<file path="src/rtl/feed_forward_stream_tx_pkg.sv">
// Shared types and helpers for the feed-forward stream transmitter.
//   DEFAULT_DATA_WIDTH : word width shared by the layer and the transmitter
//   tx_state_e         : transmitter FSM state encoding
//   idx_width()        : counter/address width, never below 1 bit
package feed_forward_stream_tx_pkg;

    localparam int unsigned DEFAULT_DATA_WIDTH = 32;

    typedef enum logic [1:0] {
        ST_IDLE   = 2'd0,
        ST_STREAM = 2'd1,
        ST_GAP    = 2'd2,
        ST_DONE   = 2'd3
    } tx_state_e;

    // Width needed to index n items; a single item still gets one bit.
    function automatic int unsigned idx_width(input int unsigned n);
        return (n > 1) ? $clog2(n) : 1;
    endfunction

endpackage

</file>
<file path="src/rtl/feed_forward_stream_tx_weight_ram.sv">
// Simple dual-port weight RAM: one write port, one registered read port (1-cycle latency).
//   clk       : clock, rising edge
//   wr_en_i   : write enable (address already range-checked by the caller)
//   wr_addr_i : write address
//   wr_data_i : write data
//   rd_en_i   : read enable; rd_data_o updates only when set
//   rd_addr_i : read address
//   rd_data_o : registered read data
module feed_forward_stream_tx_weight_ram #(
    parameter int unsigned DW    = 32,
    parameter int unsigned DEPTH = 6,
    parameter int unsigned AW    = 3
) (
    input  logic          clk,
    input  logic          wr_en_i,
    input  logic [AW-1:0] wr_addr_i,
    input  logic [DW-1:0] wr_data_i,
    input  logic          rd_en_i,
    input  logic [AW-1:0] rd_addr_i,
    output logic [DW-1:0] rd_data_o
);

    logic [DW-1:0] mem_q [DEPTH];
    logic [DW-1:0] rd_data_q;

    // Contents deliberately survive reset.
    always_ff @(posedge clk) begin
        if (wr_en_i) begin
            mem_q[wr_addr_i] <= wr_data_i;
        end
        if (rd_en_i) begin
            rd_data_q <= mem_q[rd_addr_i];
        end
    end

    assign rd_data_o = rd_data_q;

endmodule

</file>
<file path="src/rtl/feed_forward_stream_tx.sv">
// Transmit side of the (valid, weight, data) feed-forward stream. Holds one input vector
// and a weight matrix and replays them as one burst of N_IN beats per output node.
//   clk           : clock, rising edge
//   rst_n         : asynchronous reset, ACTIVE-HIGH despite the name
//   i_data_valid  : load one input-vector word (IDLE only)
//   i_data        : input-vector word, element order 0..N_IN-1
//   i_weight_we   : weight write enable (IDLE only)
//   i_weight_addr : weight address = node*N_IN + input
//   i_weight      : weight write data
//   i_start       : start one run (pulse), accepted only while o_ready
//   o_ready       : IDLE with a full input vector
//   o_valid       : stream beat valid
//   o_weight      : stream weight
//   o_data        : stream data
//   o_node_idx    : output node of the current beat
//   o_done        : one-cycle pulse after the final beat of a run
module feed_forward_stream_tx
    import feed_forward_stream_tx_pkg::*;
#(
    parameter int unsigned DATA_WIDTH            = DEFAULT_DATA_WIDTH,
    parameter int unsigned NUMBER_OF_INPUT_NODE  = 3,
    parameter int unsigned NUMBER_OF_OUTPUT_NODE = 32,
    parameter int unsigned GAP_CYCLES            = 1
) (
    input  logic                                                   clk,
    input  logic                                                   rst_n,
    input  logic                                                   i_data_valid,
    input  logic [DATA_WIDTH-1:0]                                  i_data,
    input  logic                                                   i_weight_we,
    input  logic [idx_width(NUMBER_OF_INPUT_NODE*NUMBER_OF_OUTPUT_NODE)-1:0] i_weight_addr,
    input  logic [DATA_WIDTH-1:0]                                  i_weight,
    input  logic                                                   i_start,
    output logic                                                   o_ready,
    output logic                                                   o_valid,
    output logic [DATA_WIDTH-1:0]                                  o_weight,
    output logic [DATA_WIDTH-1:0]                                  o_data,
    output logic [idx_width(NUMBER_OF_OUTPUT_NODE)-1:0]            o_node_idx,
    output logic                                                   o_done
);

    localparam int unsigned N_IN  = NUMBER_OF_INPUT_NODE;
    localparam int unsigned N_OUT = NUMBER_OF_OUTPUT_NODE;
    localparam int unsigned DEPTH = N_IN * N_OUT;
    localparam int unsigned AW    = idx_width(DEPTH);
    localparam int unsigned KW    = idx_width(N_IN);
    localparam int unsigned NW    = idx_width(N_OUT);
    localparam int unsigned GW    = idx_width(GAP_CYCLES);
    localparam int unsigned LW    = $clog2(N_IN + 1);

    tx_state_e state_q, state_d;

    logic [KW-1:0]         k_q, k_d;
    logic [NW-1:0]         node_q, node_d;
    logic [GW-1:0]         gap_q, gap_d;
    logic [LW-1:0]         load_cnt_q, load_cnt_d;
    logic [DATA_WIDTH-1:0] buf_q [N_IN];

    // Read-stage pipeline, aligned with the registered RAM output.
    logic          vld_p_q;
    logic [KW-1:0] k_p_q;
    logic [NW-1:0] node_p_q;
    logic          done_p_q;

    logic                  ready_q, valid_q, done_q;
    logic [DATA_WIDTH-1:0] weight_q, data_q;
    logic [NW-1:0]         node_idx_q;

    logic issue_c, load_c, we_c, ready_c, done_c;
    logic last_k_c, last_node_c, gap_last_c;
    logic [AW-1:0]         rd_addr_c;
    logic [DATA_WIDTH-1:0] rd_data_c;

    assign last_k_c    = (k_q == KW'(N_IN - 1));
    assign last_node_c = (node_q == NW'(N_OUT - 1));
    assign gap_last_c  = (gap_q == GW'(GAP_CYCLES - 1));
    assign rd_addr_c   = AW'(32'(node_q) * N_IN + 32'(k_q));

    // FSM state register.
    always_ff @(posedge clk or posedge rst_n) begin
        if (rst_n) begin
            state_q <= ST_IDLE;
        end else begin
            state_q <= state_d;
        end
    end

    // FSM next-state logic.
    always_comb begin
        state_d = state_q;
        unique case (state_q)
            ST_IDLE: begin
                if (i_start && ready_c) state_d = ST_STREAM;
            end
            ST_STREAM: begin
                if (last_k_c) begin
                    if (last_node_c)          state_d = ST_DONE;
                    else if (GAP_CYCLES == 0) state_d = ST_STREAM;
                    else                      state_d = ST_GAP;
                end
            end
            ST_GAP: begin
                if (gap_last_c) state_d = ST_STREAM;
            end
            ST_DONE: state_d = ST_IDLE;
            default: state_d = ST_IDLE;
        endcase
    end

    // FSM control outputs.
    always_comb begin
        issue_c = 1'b0;
        load_c  = 1'b0;
        we_c    = 1'b0;
        ready_c = 1'b0;
        done_c  = 1'b0;
        unique case (state_q)
            ST_IDLE: begin
                ready_c = (load_cnt_q == LW'(N_IN));
                load_c  = i_data_valid && (load_cnt_q < LW'(N_IN));
                we_c    = i_weight_we && (32'(i_weight_addr) < DEPTH);
            end
            ST_STREAM: issue_c = 1'b1;
            ST_DONE:   done_c  = 1'b1;
            default: ;
        endcase
    end

    // Counter next-state: beat/node/gap counters wrap at their terminal values.
    always_comb begin
        k_d        = k_q;
        node_d     = node_q;
        gap_d      = gap_q;
        load_cnt_d = load_cnt_q;
        if (issue_c) begin
            k_d = last_k_c ? '0 : k_q + KW'(1);
            if (last_k_c) node_d = last_node_c ? '0 : node_q + NW'(1);
        end
        if (state_q == ST_GAP) gap_d = gap_last_c ? '0 : gap_q + GW'(1);
        if (load_c)            load_cnt_d = load_cnt_q + LW'(1);
        if (done_c)            load_cnt_d = '0;
    end

    // Counters, input buffer and read-stage pipeline.
    always_ff @(posedge clk or posedge rst_n) begin
        if (rst_n) begin
            k_q        <= '0;
            node_q     <= '0;
            gap_q      <= '0;
            load_cnt_q <= '0;
            for (int i = 0; i < int'(N_IN); i++) buf_q[i] <= '0;
            vld_p_q    <= 1'b0;
            k_p_q      <= '0;
            node_p_q   <= '0;
            done_p_q   <= 1'b0;
        end else begin
            k_q        <= k_d;
            node_q     <= node_d;
            gap_q      <= gap_d;
            load_cnt_q <= load_cnt_d;
            if (load_c) buf_q[KW'(load_cnt_q)] <= i_data;
            vld_p_q    <= issue_c;
            k_p_q      <= k_q;
            node_p_q   <= node_q;
            done_p_q   <= done_c;
        end
    end

    // Output registers; payload is forced to zero between beats.
    always_ff @(posedge clk or posedge rst_n) begin
        if (rst_n) begin
            ready_q    <= 1'b0;
            valid_q    <= 1'b0;
            weight_q   <= '0;
            data_q     <= '0;
            node_idx_q <= '0;
            done_q     <= 1'b0;
        end else begin
            ready_q    <= (state_d == ST_IDLE) && (load_cnt_d == LW'(N_IN));
            valid_q    <= vld_p_q;
            weight_q   <= vld_p_q ? rd_data_c : '0;
            data_q     <= vld_p_q ? buf_q[k_p_q] : '0;
            node_idx_q <= vld_p_q ? node_p_q : '0;
            done_q     <= done_p_q;
        end
    end

    feed_forward_stream_tx_weight_ram #(
        .DW    (DATA_WIDTH),
        .DEPTH (DEPTH),
        .AW    (AW)
    ) u_weight_ram (
        .clk       (clk),
        .wr_en_i   (we_c),
        .wr_addr_i (i_weight_addr),
        .wr_data_i (i_weight),
        .rd_en_i   (issue_c),
        .rd_addr_i (rd_addr_c),
        .rd_data_o (rd_data_c)
    );

    assign o_ready    = ready_q;
    assign o_valid    = valid_q;
    assign o_weight   = weight_q;
    assign o_data     = data_q;
    assign o_node_idx = node_idx_q;
    assign o_done     = done_q;

endmodule

</file>
<file path="config.mk">
export PLATFORM = sky130hd
export DESIGN_NAME = feed_forward_stream_tx
export DESIGN_NICKNAME = d
export VERILOG_FILES = /design/src/rtl/feed_forward_stream_tx_pkg.sv /design/src/rtl/feed_forward_stream_tx_weight_ram.sv /design/src/rtl/feed_forward_stream_tx.sv
export SDC_FILE = /design/constraint.sdc
export NUM_CORES = 2
export LEC_CHECK = 0
export BUFFER_PORTS_ARGS = -buffer_cell sky130_fd_sc_hd__buf_4
export CAP_MARGIN = 5
export CORE_MARGIN = 3
export CORE_UTILIZATION = 59
export CTS_BUF_LIST = sky130_fd_sc_hd__clkbuf_4
export CTS_CLUSTER_DIAMETER = 100
export DETAILED_ROUTE_END_ITERATION = 8
export PLACE_DENSITY = 0.85
export SLEW_MARGIN = 20
export SYNTH_ARGS = -nofsm -noshare
export SYNTH_HDL_FRONTEND = slang
export SYNTH_SLANG_ARGS = --single-unit
</file>
<file path="constraint.sdc">
create_clock -name clk -period 8.12 [get_ports clk]
set_clock_uncertainty 0.15 [all_clocks]
set_input_delay 1.624 -clock clk [delete_from_list [all_inputs] [get_ports clk]]
set_output_delay 1.624 -clock clk [all_outputs]
set_load 0.01 [all_outputs]
</file>
==> flow_metrics.tcl <==
set metrics [dict create \
    worstSetupPathType "reg -> reg" \
    cap_violations 0 \
    leakage_nw 46.8 \
    grt_pass1_vias 71542 \
    cts_buffers 775 \
    nFillCells 12185 \
    cts_root_buf "clkbuf_4" \
    synth_top_area_share_pct 73.8 \
    cts_tree "yes" \
    synthArstFlopShare_pct 5.71 \
    relSlewSlack_pct 7.74 \
    final_core_util_pct 66.8 \
    holdPathEnd "o_done" \
    cts_buffer_depth 4 \
    final_nets 6734 \
    pre_cts_ws_ns 2.07 \
    fmax_ghz 0.160 \
    rsz0062_at_grt "no" \
    detail_route.first_pass.iterations 7 \
    ant_nets 0 \
    ys_types 55 \
    yosysTopAreaCell "edfxtp_1" \
    hold_viol 0 \
    place.detailed.hpwl_um 195000 \
    regToRegEndpoint "u_weight_ram.rd_data_o[16]" \
    syn_avg_cell_area_um2 21.7 \
    min_delay_path_depth 0 \
    fin_ws_ns 1.86 \
    powerDensity_nw_per_um2 460 \
    cp-start-kind "flip-flop" \
    fin_cells 10076 \
    grt_usage_pct 33.2 \
    vdd_drop_max_uv 667 \
    synth_enable_flop_cells 3104 \
    yosysSeqAreaShare_pct 77.5 \
    syn-num-nets 5917 \
    clkTransAtPathRegs_ns 0.07 \
    synth_seq_cells 3292 \
    synth-main-ff-cell "edfxtp_1" \
    grt_max_degree 147 \
    num_vias 70612 \
    outcome "finished clean" \
    crit_required_ns 9.10 \
    grt-ovfl-total 0 \
    ff2ff_setup_slack_ns 1.86 \
    ctsResizeCount 0 \
    cp.arrival_ns 7.24 \
    die-area_um2 220000 \
    synthCells 5824 \
    tightest_slew_ns 1.37 \
    core_um2 213000 \
    drcViolationCount 0 \
    r2r_cells 13 \
    cts_max_level 6 \
    initial_core_util_pct 59.4 \
    finalCritPeriodShare_pct 77.1 \
    yosys-top-cells-area "edfxtp_1, mux4_2, dfrtp_1, nand2_1, mux2i_1" \
    layout-drive-gt1-share_pct 35.9 \
    dpl.cell_count 8678 \
    netlist_top_cells_count "edfxtp_1, mux4_2, nand2_1" \
    cp_max_fo 58 \
    syn_to_final_growth_pct 12.3 \
    drt-vias-per-instance 7.01 \
    synth-warning-count 0 \
    synth_area_um2 126000 \
    antenna_found_initial 45 \
    min-delay-start "done_p_q" \
    setup_tns_ns 0 \
    drt_iter0_drc 13675 \
    io_pins 148 \
    r2r_start "node_q[0]" \
    die_y_um 469 \
    setup_viol 0 \
    hp-class "reg -> reg" \
    wl_um 365000 \
    synth.most_common_cell "edfxtp_1" \
    die_w_um 469 \
    clock_latency_ns 1.52 \
    fin_crit_ns 6.26 \
    end_kind "flip-flop" \
    clock-sinks 3292 \
    wl_per_cell_um 36.2 \
    port_buffers 147 \
    grt_pass1_wl_um 509000 \
    rows 169 \
    maxSlewViolCount 0 \
    gp_congestion 0.881 \
]
## final cells by class
class                           count  area [um^2]  area share, %
Antenna cell                       35         87.6         0.0617
Clock buffer                     1155         8670           6.11
Clock inverter                    201         1150          0.809
Inverter                           17         72.6         0.0511
Multi-Input combinational cell   2202        27500           19.3
Sequential cell                  3292        97900           69.0
Tap cell                         2821         3530           2.49
Timing Repair Buffer              353         3030           2.13
## power by group
group | leakage, nW | switching, W | internal (W) | total [W]
combinational | 10.7 | 0.0192 | 0.0130 | 0.0322
clock | 5.84 | 0.00662 | 0.00687 | 0.0135
sequential | 30.3 | 0.000359 | 0.0193 | 0.0197
## through the flow
step | area [um^2] | hold WS [ns] | power, W
after floorplan | 126000 | 0.181 | 0.0406
after global placement | 132000 | 0.199 | 0.0497
after detailed placement | 132000 | 0.212 | 0.0506
after CTS | 142000 | 0.117 | 0.0643
after global routing | 142000 | 0.159 | 0.0670
final | 142000 | 0.186 | 0.0653
## layout by cell type (no fill, tap or decap), types with 14 or more instances in the layout
master / n
buf_12: 17
buf_4: 318
mux2_2: 102
nor2_4: 98
and2_1: 83
and3_1: 17
nor2_1: 45
nand3_1: 113
clkbuf_4: 1155
clkinv_2: 18
o22ai_1: 30
a211oi_1: 29
nand4_1: 33
dfrtp_1: 186
a31oi_1: 27
nand2_1: 424
edfxtp_1: 3104
inv_1: 14
clkinv_1: 149
mux2i_1: 117
a32oi_1: 21
or3_1: 14
a21oi_1: 56
diode_2: 35
o21ai_0: 46
mux4_2: 811
## worst max-delay path, cell delays in order (launching register included)
cell and delay [ns]:
dfrtp_1 0.47, inv_1 0.12, fa_1 0.47, inv_1 0.10, ha_4 0.14, inv_1 0.06
fa_4 1.40, buf_12 0.43, buf_4 0.42, mux4_2 0.38, mux2i_1 0.17, o22ai_1 0.11
nor4_1 1.12, o21ai_0 0.33
## sequential cells by signal, summed over array words and instances (netlist names)
name and flops:
done_p_q 1, node_q 5, u_weight_ram.rd_data_o 32, state_q 2
k_p_q 2, o_data 32, vld_p_q 1, o_node_idx 5
o_weight 32, o_done 1, node_p_q 5, u_weight_ram.mem_q 3072
o_ready 1, o_valid 1, load_cnt_q 2, buf_q 96
k_q 2
## metal layers
| metal | up-vias | wire [um] | track usage [%] | part of all wire (%) |
|---|---|---|---|---|
| met5 | - | 156 | 0 | 0.043 |
| met4 | 22 | 29600 | 22.6 | 8.1 |
| met3 | 1689 | 58200 | 12.4 | 16 |
| met2 | 7521 | 167000 | 49.5 | 46 |
| met1 | 35074 | 109000 | 40.7 | 30 |
| li1 | 26306 | - | - | - |
## kinds of logic (layout without fill, tap and decap cells)
group / count (synthesis) / in the layout / share of synthesized area [%]
AOI/OAI and AO/OA: 270 / 270 / 1.41
xor gates and xnor gates: 6 / 6 / 0.0416
adders and majority gates: 17 / 17 / 0.180
buffers and inverters: 330 / 1726 / 1.44
DFF: 3292 / 3292 / 77.5
muxes: 1030 / 1030 / 16.3
other: 0 / 35 / 0
and+or+nand+nor: 879 / 879 / 3.11
## timing repair
item                                   CTS  global route
hold buffers                             0             1
endpoints found under the hold margin    0            41
setup buffers                            0             0
## how the worst max path moves through the flow
stage	from	to	slack (ns)	cells after the start
2_1_floorplan	rst_n	buf_q[0]	1.23	1
3_3_place_gp	k_q[0]	u_weight_ram.rd_data_o[0]	2.18	10
3_5_place_dp	node_q[0]	u_weight_ram.rd_data_o[10]	2.07	13
4_1_cts	node_q[0]	u_weight_ram.rd_data_o[10]	1.98	13
5_1_grt	node_q[0]	u_weight_ram.rd_data_o[29]	1.85	14
6_report	node_q[0]	u_weight_ram.rd_data_o[16]	1.86	13
No activity file was read; power rests on OpenSTA's default activity.
